## src/rtl/coproc_pkg.sv

```systemverilog
// coproc_pkg: shared definitions for the coprocessor command sequencer.
//   state_t            - sequencer FSM states
//   SEL_W / SEL_STATUS - coprocessor select width and the reserved status select
//   entry_width()      - packed FIFO entry width {rd, sel, a, b, c} for a data width
//   MIN_ISSUE_INTERVAL - fastest go-to-go spacing (y already idle at first poll)
//   READ_EXTRA_CYCLES  - extra cycles a result-capturing command costs
package coproc_pkg;

    localparam int SEL_W = 11;
    localparam logic [SEL_W-1:0] SEL_STATUS = 11'd0;

    localparam int MIN_ISSUE_INTERVAL = 5;
    localparam int READ_EXTRA_CYCLES  = 2;

    typedef enum logic [2:0] {
        ST_IDLE,
        ST_SETUP,
        ST_GO,
        ST_SETTLE,
        ST_POLL,
        ST_READ,
        ST_CAPT
    } state_t;

    function automatic int entry_width(input int width);
        return 1 + SEL_W + 3 * width;
    endfunction

endpackage

```

## src/rtl/coproc_cmd_fifo.sv

```systemverilog
// coproc_cmd_fifo: synchronous first-word-fall-through FIFO for queued commands.
//   clk, arstn      - clock, asynchronous active-low reset (pointers only)
//   wr_en, wr_data  - write request; ignored while full
//   rd_en, rd_data  - pop request; rd_data always shows the head entry
//   full, empty     - status flags
// Pointers carry one extra wrap bit so full and empty are distinguishable
// across the 2^DEPTH_LOG2 entries.
module coproc_cmd_fifo #(
    parameter int WIDTH      = 8,
    parameter int DEPTH_LOG2 = 2
) (
    input  logic             clk,
    input  logic             arstn,
    input  logic             wr_en,
    input  logic [WIDTH-1:0] wr_data,
    input  logic             rd_en,
    output logic [WIDTH-1:0] rd_data,
    output logic             full,
    output logic             empty
);

    localparam int DEPTH = 1 << DEPTH_LOG2;

    logic [WIDTH-1:0]    mem [DEPTH];
    logic [DEPTH_LOG2:0] wr_ptr;
    logic [DEPTH_LOG2:0] rd_ptr;
    logic                do_wr;
    logic                do_rd;

    assign empty = (wr_ptr == rd_ptr);
    assign full  = (wr_ptr[DEPTH_LOG2] != rd_ptr[DEPTH_LOG2]) &&
                   (wr_ptr[DEPTH_LOG2-1:0] == rd_ptr[DEPTH_LOG2-1:0]);
    assign do_wr = wr_en && !full;
    assign do_rd = rd_en && !empty;

    // NOTE: sequential state is updated with non-blocking assignments so every
    // register samples its inputs from the same pre-edge values.
    always_ff @(posedge clk or negedge arstn) begin
        if (!arstn) begin
            wr_ptr <= '0;
            rd_ptr <= '0;
        end else begin
            if (do_wr) wr_ptr <= wr_ptr + 1'b1;
            if (do_rd) rd_ptr <= rd_ptr + 1'b1;
        end
    end

    // NOTE: the storage array is deliberately not reset; the pointers alone
    // define which entries are valid, so clearing data would only cost logic.
    always_ff @(posedge clk) begin
        if (do_wr) mem[wr_ptr[DEPTH_LOG2-1:0]] <= wr_data;
    end

    assign rd_data = mem[rd_ptr[DEPTH_LOG2-1:0]];

endmodule

```

## src/rtl/coproc_seq.sv

```systemverilog
// coproc_seq: queues CPU commands and issues them to coproc one at a time,
// waiting for the coprocessor's busy word (y under select 0) to clear.
//   clk, arstn                    - clock, asynchronous active-low reset
//   cmd_valid/cmd_ready           - enqueue handshake (ready = FIFO not full)
//   cmd_sel, cmd_rd, cmd_a/b/c    - command: select, capture-result flag, operands
//   cp_sel, cp_go, cp_a/b/c, cp_y - coprocessor port
//   res_valid, res_data           - captured result pulse / held result word
//   busy                          - FIFO non-empty or a command in flight
//   err                           - sticky watchdog error
// Optional feature: define COPROC_SEQ_TIMEOUT_EN to add a TMO_BITS watchdog on
// the busy poll; without it err is tied low and polling waits indefinitely.
module coproc_seq
    import coproc_pkg::*;
#(
    parameter int WIDTH      = 18,
    parameter int DEPTH_LOG2 = 2
`ifdef COPROC_SEQ_TIMEOUT_EN
    ,
    parameter int TMO_BITS   = 12
`endif
) (
    input  logic             clk,
    input  logic             arstn,
    input  logic             cmd_valid,
    output logic             cmd_ready,
    input  logic [10:0]      cmd_sel,
    input  logic             cmd_rd,
    input  logic [WIDTH-1:0] cmd_a,
    input  logic [WIDTH-1:0] cmd_b,
    input  logic [WIDTH-1:0] cmd_c,
    output logic [10:0]      cp_sel,
    output logic             cp_go,
    output logic [WIDTH-1:0] cp_a,
    output logic [WIDTH-1:0] cp_b,
    output logic [WIDTH-1:0] cp_c,
    input  logic [WIDTH-1:0] cp_y,
    output logic             res_valid,
    output logic [WIDTH-1:0] res_data,
    output logic             busy,
    output logic             err
);

    localparam int ENTRY_W = entry_width(WIDTH);

    logic               fifo_full;
    logic               fifo_empty;
    logic               fifo_rd;
    logic [ENTRY_W-1:0] fifo_wr_data;
    logic [ENTRY_W-1:0] fifo_rd_data;

    logic               head_rd;
    logic [SEL_W-1:0]   head_sel;
    logic [WIDTH-1:0]   head_a;
    logic [WIDTH-1:0]   head_b;
    logic [WIDTH-1:0]   head_c;

    state_t             state;
    logic               cur_rd;
    logic [SEL_W-1:0]   cur_sel;

    assign fifo_wr_data = {cmd_rd, cmd_sel, cmd_a, cmd_b, cmd_c};
    assign {head_rd, head_sel, head_a, head_b, head_c} = fifo_rd_data;

    assign cmd_ready = !fifo_full;
    assign fifo_rd   = (state == ST_IDLE) && !fifo_empty;
    assign busy      = !fifo_empty || (state != ST_IDLE);

    coproc_cmd_fifo #(
        .WIDTH      (ENTRY_W),
        .DEPTH_LOG2 (DEPTH_LOG2)
    ) u_fifo (
        .clk     (clk),
        .arstn   (arstn),
        .wr_en   (cmd_valid),
        .wr_data (fifo_wr_data),
        .rd_en   (fifo_rd),
        .rd_data (fifo_rd_data),
        .full    (fifo_full),
        .empty   (fifo_empty)
    );

`ifdef COPROC_SEQ_TIMEOUT_EN
    // Abandon the poll on the edge where the counter steps onto all-ones.
    localparam logic [TMO_BITS-1:0] TMO_PRE = {{(TMO_BITS-1){1'b1}}, 1'b0};
    logic [TMO_BITS-1:0] tmo_cnt;
`else
    assign err = 1'b0;
`endif

    always_ff @(posedge clk or negedge arstn) begin
        if (!arstn) begin
            state     <= ST_IDLE;
            cp_sel    <= SEL_STATUS;
            cp_go     <= 1'b0;
            cp_a      <= '0;
            cp_b      <= '0;
            cp_c      <= '0;
            res_valid <= 1'b0;
            res_data  <= '0;
            cur_rd    <= 1'b0;
            cur_sel   <= SEL_STATUS;
`ifdef COPROC_SEQ_TIMEOUT_EN
            tmo_cnt   <= '0;
            err       <= 1'b0;
`endif
        end else begin
            // Pulse outputs default low; only the state that owns them raises them.
            cp_go     <= 1'b0;
            res_valid <= 1'b0;
            case (state)
                ST_IDLE: begin
                    if (!fifo_empty) begin
                        cp_sel  <= head_sel;
                        cur_sel <= head_sel;
                        cur_rd  <= head_rd;
                        cp_a    <= head_a;
                        cp_b    <= head_b;
                        cp_c    <= head_c;
                        state   <= ST_SETUP;
                    end
                end
                ST_SETUP: begin
                    // A status-select command has nothing to start.
                    if (cur_sel == SEL_STATUS) begin
                        state <= ST_IDLE;
                    end else begin
                        cp_go <= 1'b1;
                        state <= ST_GO;
                    end
                end
                ST_GO: begin
                    cp_sel <= SEL_STATUS;
                    state  <= ST_SETTLE;
`ifdef COPROC_SEQ_TIMEOUT_EN
                    tmo_cnt <= '0;
`endif
                end
                ST_SETTLE: state <= ST_POLL;
                ST_POLL: begin
                    if (cp_y == '0) begin
                        if (cur_rd) begin
                            cp_sel <= cur_sel;
                            state  <= ST_READ;
                        end else begin
                            state <= ST_IDLE;
                        end
                    end
`ifdef COPROC_SEQ_TIMEOUT_EN
                    else if (tmo_cnt == TMO_PRE) begin
                        err   <= 1'b1;
                        state <= ST_IDLE;
                    end else begin
                        tmo_cnt <= tmo_cnt + 1'b1;
                    end
`endif
                end
                ST_READ: begin
                    res_data  <= cp_y;
                    res_valid <= 1'b1;
                    cp_sel    <= SEL_STATUS;
                    state     <= ST_CAPT;
                end
                ST_CAPT: state <= ST_IDLE;
                default: state <= ST_IDLE;
            endcase
        end
    end

endmodule

```

## config.mk

```make
export PLATFORM = sky130hd
export DESIGN_NAME = coproc_seq
export DESIGN_NICKNAME = d
export VERILOG_FILES = /design/src/rtl/coproc_pkg.sv /design/src/rtl/coproc_cmd_fifo.sv /design/src/rtl/coproc_seq.sv
export SDC_FILE = /design/constraint.sdc
export NUM_CORES = 1
export LEC_CHECK = 0
export BUFFER_PORTS_ARGS = -buffer_cell sky130_fd_sc_hd__buf_2
export CORE_MARGIN = 2
export CORE_UTILIZATION = 50
export DETAILED_ROUTE_END_ITERATION = 8
export PLACE_DENSITY = 0.7
export SLEW_MARGIN = 20
export SYNTH_ARGS = -nofsm -noshare
export SYNTH_HDL_FRONTEND = slang
export SYNTH_SLANG_ARGS = --single-unit
```

## constraint.sdc

```tcl
create_clock -name clk -period 6.89 [get_ports clk]
set_clock_uncertainty 0.1 [all_clocks]
set_input_delay 0.3445 -clock clk [delete_from_list [all_inputs] [get_ports clk]]
set_output_delay 0.3445 -clock clk [all_outputs]
set_load 0.005 [all_outputs]
```

==> reports/metrics.yaml, run 1 <==
clkPwrFrac_pct: 25.2
fin_crit_sh_pct: 49.3
worstMarginPinSlew_ns: 1.08
fmax_mhz: 294
slowest_delay_ns: 1.12
clkSlewWorstSetupHoldPaths_ns: 0.06
place.gp.congestion: 0.733
final_util_pct: 63.2
cts_made_buffers: 38
dp_hpwl_um: 15100
grt_max_degree: 70
p_sw_mw: 2.20
p_leak_nw: 6.42
start_kind: "register"
grt_antenna_before_repair: 2
crit_type: "reg -> reg"
vias: 6917
synth_top_area_share_pct: 57.1
synthArstFlopShare_pct: 28.6
fin_crit_ns: 3.40
h-tree-depth: 2
ys_seq_elements: 370
clock_latency_ns: 0.50
seq_power_share_pct: 45.5
core_area_um2: 27100
syn_inst: 631
drt-pass1-iter-count: 4
drive_gt1_share_pct: 43.1
switching_share_pct: 28.1
power_density_nw_per_um2: 458
grt_util_all_layers_pct: 18.4
setup_slack_ns: 3.49
hold_viol_final: 0
cap_viol_max_count: 0
grt_pass1_wl_um: 41000
dieWidth_um: 171
io_pins: 175
routed_via_density: 5.32
ant_nets: 0
yosysMostFrequentCell: "edfxtp_1"
finalSetupTns_ns: 0
pre_cts_ws_ns: 3.47
avgSynthCellArea_um2: 22.0
ys_types: 35
yosys-top-cells-area: "edfxtp_1 57%, dfrtp_1 19%, mux4_2 11%"
seq_area_um2: 10600
hold_ws_ns: 0.0169
start_util_pct: 51.2
synth_flop_cell: "edfxtp_1"
finalMaxSlewViolations: 0
ys_seq_area_share_pct: 76.2
rows: 60
p_comb_share_pct: 29.4
crit_slowest_cell: "dfrtp_4"
portBuffers: 173
drc: 0
die_area_um2: 29100
fin_nets: 989
crit_chain: "xnor2_1 -> nand3b_1 -> and3b_4 -> buf_4 -> mux2_2"
crit_path_max_fanout: 69
relSlewSlack_pct: 27.9
yosysWarningCount: 0
crit_arrival_ns: 3.68
internal_power_mw: 5.64
setup_viol: 0
syn-cell-area_um2: 13900
wl_per_cell_um: 20.4
totalPowerFinal_mw: 7.84
yosys.area.top_type: "edfxtp_1"
die_y_um: 171
clk_path_buf_depth: 3
root_buffer: "clkbuf_16"
area_delta_synth_final_pct: 23.5
synth_common_cells: "264 x edfxtp_1, 106 x dfrtp_1, 76 x mux2_2"
endpoint_kind: "register"
grt_pass1_vias: 7519
synth-edff-count: 264
required_ns: 7.17
grt-ovfl-total: 0
hold_class: "in -> reg"
status: "finished clean"
synth_nets: 723
rsz0062_at_grt: "false"
totalWireLength_um: 26500
cts_tree: "done"
peakVddDrop_mv: 0.284
fillers: 1885
numClockSinks: 370
multi_input_area_um2: 3150
drtIter0Drc: 370
-- power groups by stage --
stage / sequential (mW) / clock (mW) / combinational, mW
floorplan: 3.41 / 0 / 1.75
global placement: 3.57 / 0 / 2.21
detailed placement: 3.62 / 0 / 2.29
CTS: 3.58 / 2.02 / 2.33
global route: 3.65 / 2.10 / 2.50
finish: 3.57 / 1.98 / 2.30
-- cell usage in the layout (no fill, tap or decap), types with 2 or more instances in the layout --
cell type and instances:
edfxtp_1 264, nor3_1 2, bufinv_16 2, buf_2 172
or4_1 2, clkbuf_8 7, clkinv_1 6, clkbuf_1 10
nand3_1 2, clkbuf_16 39, nor2b_1 2, nor2_1 4
and3_4 4, nand2_1 5, xor2_1 4, diode_2 2
dfrtp_1 104, xnor2_1 3, buf_4 4, o21ai_0 4
mux2_2 76, clkinv_2 3, mux2_4 20, ha_1 5
dlygate4sd3_1 79, dfrtp_4 2, a22o_1 11, nor4_1 5
inv_1 3, mux4_2 66
-- repair_timing --
action / 4_1_cts / 5_1_grt
resized for setup: 0 / 0
hold buffers: 79 / 0
hold endpoints to repair: 321 / 0
setup buffers: 0 / 0
-- logic make-up after synthesis --
family | synth area share, %
other | 0.0270
multiplexers | 19.0
AO/OA/AOI/OAI | 1.12
buffers and inverters | 1.27
flip-flops | 76.2
XOR/XNOR | 0.559
AND/OR/NAND/NOR | 1.30
adder cells (fa/ha/maj) | 0.451
-- cell type report --
cell class                      instances  area share, %
Clock inverter                         12          0.620
Multi-Input combinational cell        228           18.4
Sequential cell                       370           61.8
Antenna cell                            2         0.0292
Tap cell                              372           2.72
Clock buffer                           56           6.47
Timing Repair Buffer                  256           9.97
Inverter                                3         0.0657
-- worst paths after layout --
path | start | endpoint | slack [ns] | cells after the start
setup / recovery | u_fifo.rd_ptr[1]$_DFFE_PN0P_ | cp_b[0]$_DFFE_PN0P_ | 3.49 | 5
hold / removal | cp_y[9] | res_data[9]$_DFFE_PN0P_ | 0.02 | 2
setup reg to reg | u_fifo.rd_ptr[1]$_DFFE_PN0P_ | cp_b[0]$_DFFE_PN0P_ | 3.49 | 5
hold reg to reg | u_fifo.rd_ptr[2]$_DFFE_PN0P_ | u_fifo.rd_ptr[2]$_DFFE_PN0P_ | 0.39 | 1
max in group asynchronous | arstn | u_fifo.rd_ptr[0]$_DFFE_PN0P_ | 4.98 | 3
min in group asynchronous | arstn | res_data[11]$_DFFE_PN0P_ | 0.29 | 2
-- through the flow --
stage                     instances  instance area, um2
after floorplan                 631               13900
after global placement         1149               15100
after detailed placement       1149               15100
after CTS                      1296               17100
after global routing           1299               17100
final                          1299               17100
-- state kept, by name, summed over array words and instances (netlist names) --
name	cells
cp_a	18
cp_b	18
cp_c	18
cp_go	1
cp_sel	11
cur_rd	1
cur_sel	11
res_data	18
res_valid	1
state	3
u_fifo.mem	264
u_fifo.rd_ptr	3
u_fifo.wr_ptr	3
-- worst max-delay path: cells and delay by family (launching register included) --
kind / cells / cell delay, ns
buffers and inverters: 1 / 0.69
and+or+nand+nor: 2 / 0.69
muxes: 1 / 0.42
DFF: 1 / 1.12
xor gates and xnor gates: 1 / 0.22
-- per-layer routing --
layer,share of wire [%],track usage (%),vias to the layer above
met1,43,24.2,3597
li1,-,-,3077
met4,1.5,4.24,0
met3,5.9,4.02,40
met2,50,31.6,203
met5,0,0,-
Note: power is estimated with default switching activity, not from simulation.
==> inputs of run 2 (changes only) <==
Settings changed: PLACE_DENSITY 0.7 to 0.73.
Clock period 6.89 ns to 2.87 ns, I/O delays scaled along.
==> run 2 against run 1 <==
Die area did not move; fmax rose by 34%; global-route usage rose by 0.23 points; clock power rose to 2.6 times the previous value; power rose by 150%; sequential power rose by 130%; sequential share of layout area fell by 1.5 points; hold slack improved by 0.077 ns; design area rose by 2.5%; critical path type unchanged.
==> reports/metrics.yaml, run 2 (same netlist as run 1, synthesis figures left out) <==
required_ns: 3.19  # was 7.17 ns
numClockSinks: 370  # unchanged
drtIter0Drc: 357  # was 370
grt_pass1_vias: 7436  # was 7,519
ant_nets: 0  # unchanged
status: "finished clean"  # unchanged
hold_class: "in -> async"  # was in -> reg
hold_buffers: 86  # was 79
portBuffers: 173  # unchanged
setup_viol: 0  # unchanged
start_util_pct: 51.2  # unchanged
use_met3_pct: 5.90  # was 4.02%
worstMarginPinSlew_ns: 0.832  # was 1.08 ns
totalPowerFinal_mw: 19.4  # was 7.84 mW
crit_path_max_fanout: 12  # was 69
vias: 6918  # was 6,917
drc: 0  # unchanged
crit_type: "reg -> reg"  # unchanged
crit_arrival_ns: 2.85  # was 3.68 ns
finalSetupTns_ns: 0  # unchanged
critPathBufInv: 0  # was 1
h-tree-depth: 2  # unchanged
area_delta_synth_final_pct: 26.6  # was 23.5%
post_cts_buffers: 0  # unchanged
crit_chain: "nor2b_1 -> and2b_1 -> o21a_1 -> a21o_1 -> mux2_2"  # was xnor2_1 -> nand3b_1 -> and3b_4 -> buf_4 -> mux2_2
routed_via_density: 5.24  # was 5.32
core_area_um2: 27100  # unchanged
busiest_layer: "met2"  # unchanged
peakVddDrop_mv: 0.714  # was 0.284 mV
p_leak_nw: 6.62  # was 6.42 nW
endpoint_kind: "register"  # unchanged
grt_util_all_layers_pct: 18.6  # was 18.4%
fin_crit_sh_pct: 88.3  # was 49.3%
fmax_mhz: 395  # was 294 MHz
clkSlewWorstSetupHoldPaths_ns: 0.06  # about the same
cts_tree: "done"  # unchanged
drive_gt1_share_pct: 44.6  # was 43.1%
grt_antenna_before_repair: 1  # was 2
drt-pass1-iter-count: 4  # unchanged
place.gp.congestion: 0.732  # was 0.733
post_cts_resized: 0  # unchanged
layout_common_cells: "264 x edfxtp_1, 172 x buf_2, 104 x dfrtp_1"  # unchanged
slowest_delay_ns: 0.48  # was 1.12 ns
hold_viol_final: 0  # unchanged
grt_max_degree: 69  # was 70
wl_per_cell_um: 19.9  # was 20.4 um
crit_slowest_cell: "a21o_1"  # was dfrtp_4
dieWidth_um: 171  # unchanged
clock_latency_ns: 0.53  # was 0.50 ns
rsz0062_at_grt: "false"  # unchanged
grt-ovfl-total: 0  # unchanged
layout_commonest_cell: "edfxtp_1"  # unchanged
start_kind: "register"  # unchanged
fin_crit_ns: 2.53  # was 3.40 ns
die_area_um2: 29100  # unchanged
root_buffer: "clkbuf_16"  # unchanged
grt_pass1_wl_um: 40900  # was 41,000 um
power_density_nw_per_um2: 1110  # was 458 nW/um2
clk_path_buf_depth: 3  # unchanged
rows: 60  # unchanged
totalWireLength_um: 26300  # was 26,500 um
die_y_um: 171  # unchanged
path_delay_family: "simple AND/OR/NAND/NOR gates"  # was flip-flops
grt_use_met1_pct: 24.0  # was 24.2%
cap_viol_max_count: 0  # unchanged
largest_reg_flops: 264  # unchanged
fin_nets: 1009  # was 989
cts_made_buffers: 39  # was 38
relSlewSlack_pct: 44.5  # was 27.9%
met2_usage_pct: 31.3  # was 31.6%
finalMaxSlewViolations: 0  # unchanged
dp_hpwl_um: 15000  # was 15,100 um
io_pins: 175  # unchanged
## run 2: cell types whose count changed in the layout (fill, tap and decap cells not counted), moves of 2 or more
cell,before,now
buf_12,0,13
clkinv_2,3,10
bufinv_16,2,4
dlygate4sd3_1,79,86
clkbuf_1,10,8
clkbuf_16,39,41
clkinv_1,6,0
## run 2: per-layer routing
metal	part of all wire [%]	routed length (um)
met1	42	11100
met2	49	12900
met3	7.0	1850
met4	1.6	410
met5	0	0
## run 2: stage by stage
step                hold WS, ns  instances  setup slack, ns  area (um2)  utilization, %
floorplan                -0.252        631            0.608       13900               -
global placement          0.102       1162            0.444       15400            56.7
detailed placement        0.113       1162            0.347       15400            56.7
CTS                      0.0932       1320            0.329       17600            64.8
global route              0.126       1321            0.173       17600            64.8
finish                   0.0944       1321            0.337       17600            64.8
## run 2: path summary, 6_finish.rpt
| kind | start | end | slack [ns] | cells after the start |
|---|---|---|---|---|
| setup / recovery | state[2]$_DFFE_PN0P_ | cp_sel[10]$_DFFE_PN0P_ | 0.34 | 5 |
| hold / removal | arstn | cp_sel[5]$_DFFE_PN0P_ | 0.09 | 2 |
| max in group asynchronous | arstn | res_data[7]$_DFFE_PN0P_ | 1.75 | 3 |
| hold reg to reg | u_fifo.wr_ptr[2]$_DFFE_PN0P_ | u_fifo.wr_ptr[2]$_DFFE_PN0P_ | 0.39 | 1 |
| setup reg to reg | state[2]$_DFFE_PN0P_ | cp_sel[10]$_DFFE_PN0P_ | 0.34 | 5 |
| min in group clk | cmd_b[2] | u_fifo.mem[0][20]$_DFFE_PP_ | 0.26 | 2 |
## run 2: area by class of cell
type | count | area, um2
Timing Repair Buffer | 275 | 2010
Sequential cell | 370 | 10600
Inverter | 3 | 11.3
Clock buffer | 55 | 1140
Antenna cell | 1 | 2.50
Multi-Input combinational cell | 228 | 3150
Tap cell | 372 | 465
Fill cell | 1805 | 9540
Clock inverter | 17 | 203
## run 2: report_power, final
group | total [mW] | internal (mW) | switching, mW
combinational | 6.16 | 3.40 | 2.76
sequential | 8.14 | 7.50 | 0.640
clock | 5.12 | 3.14 | 1.98
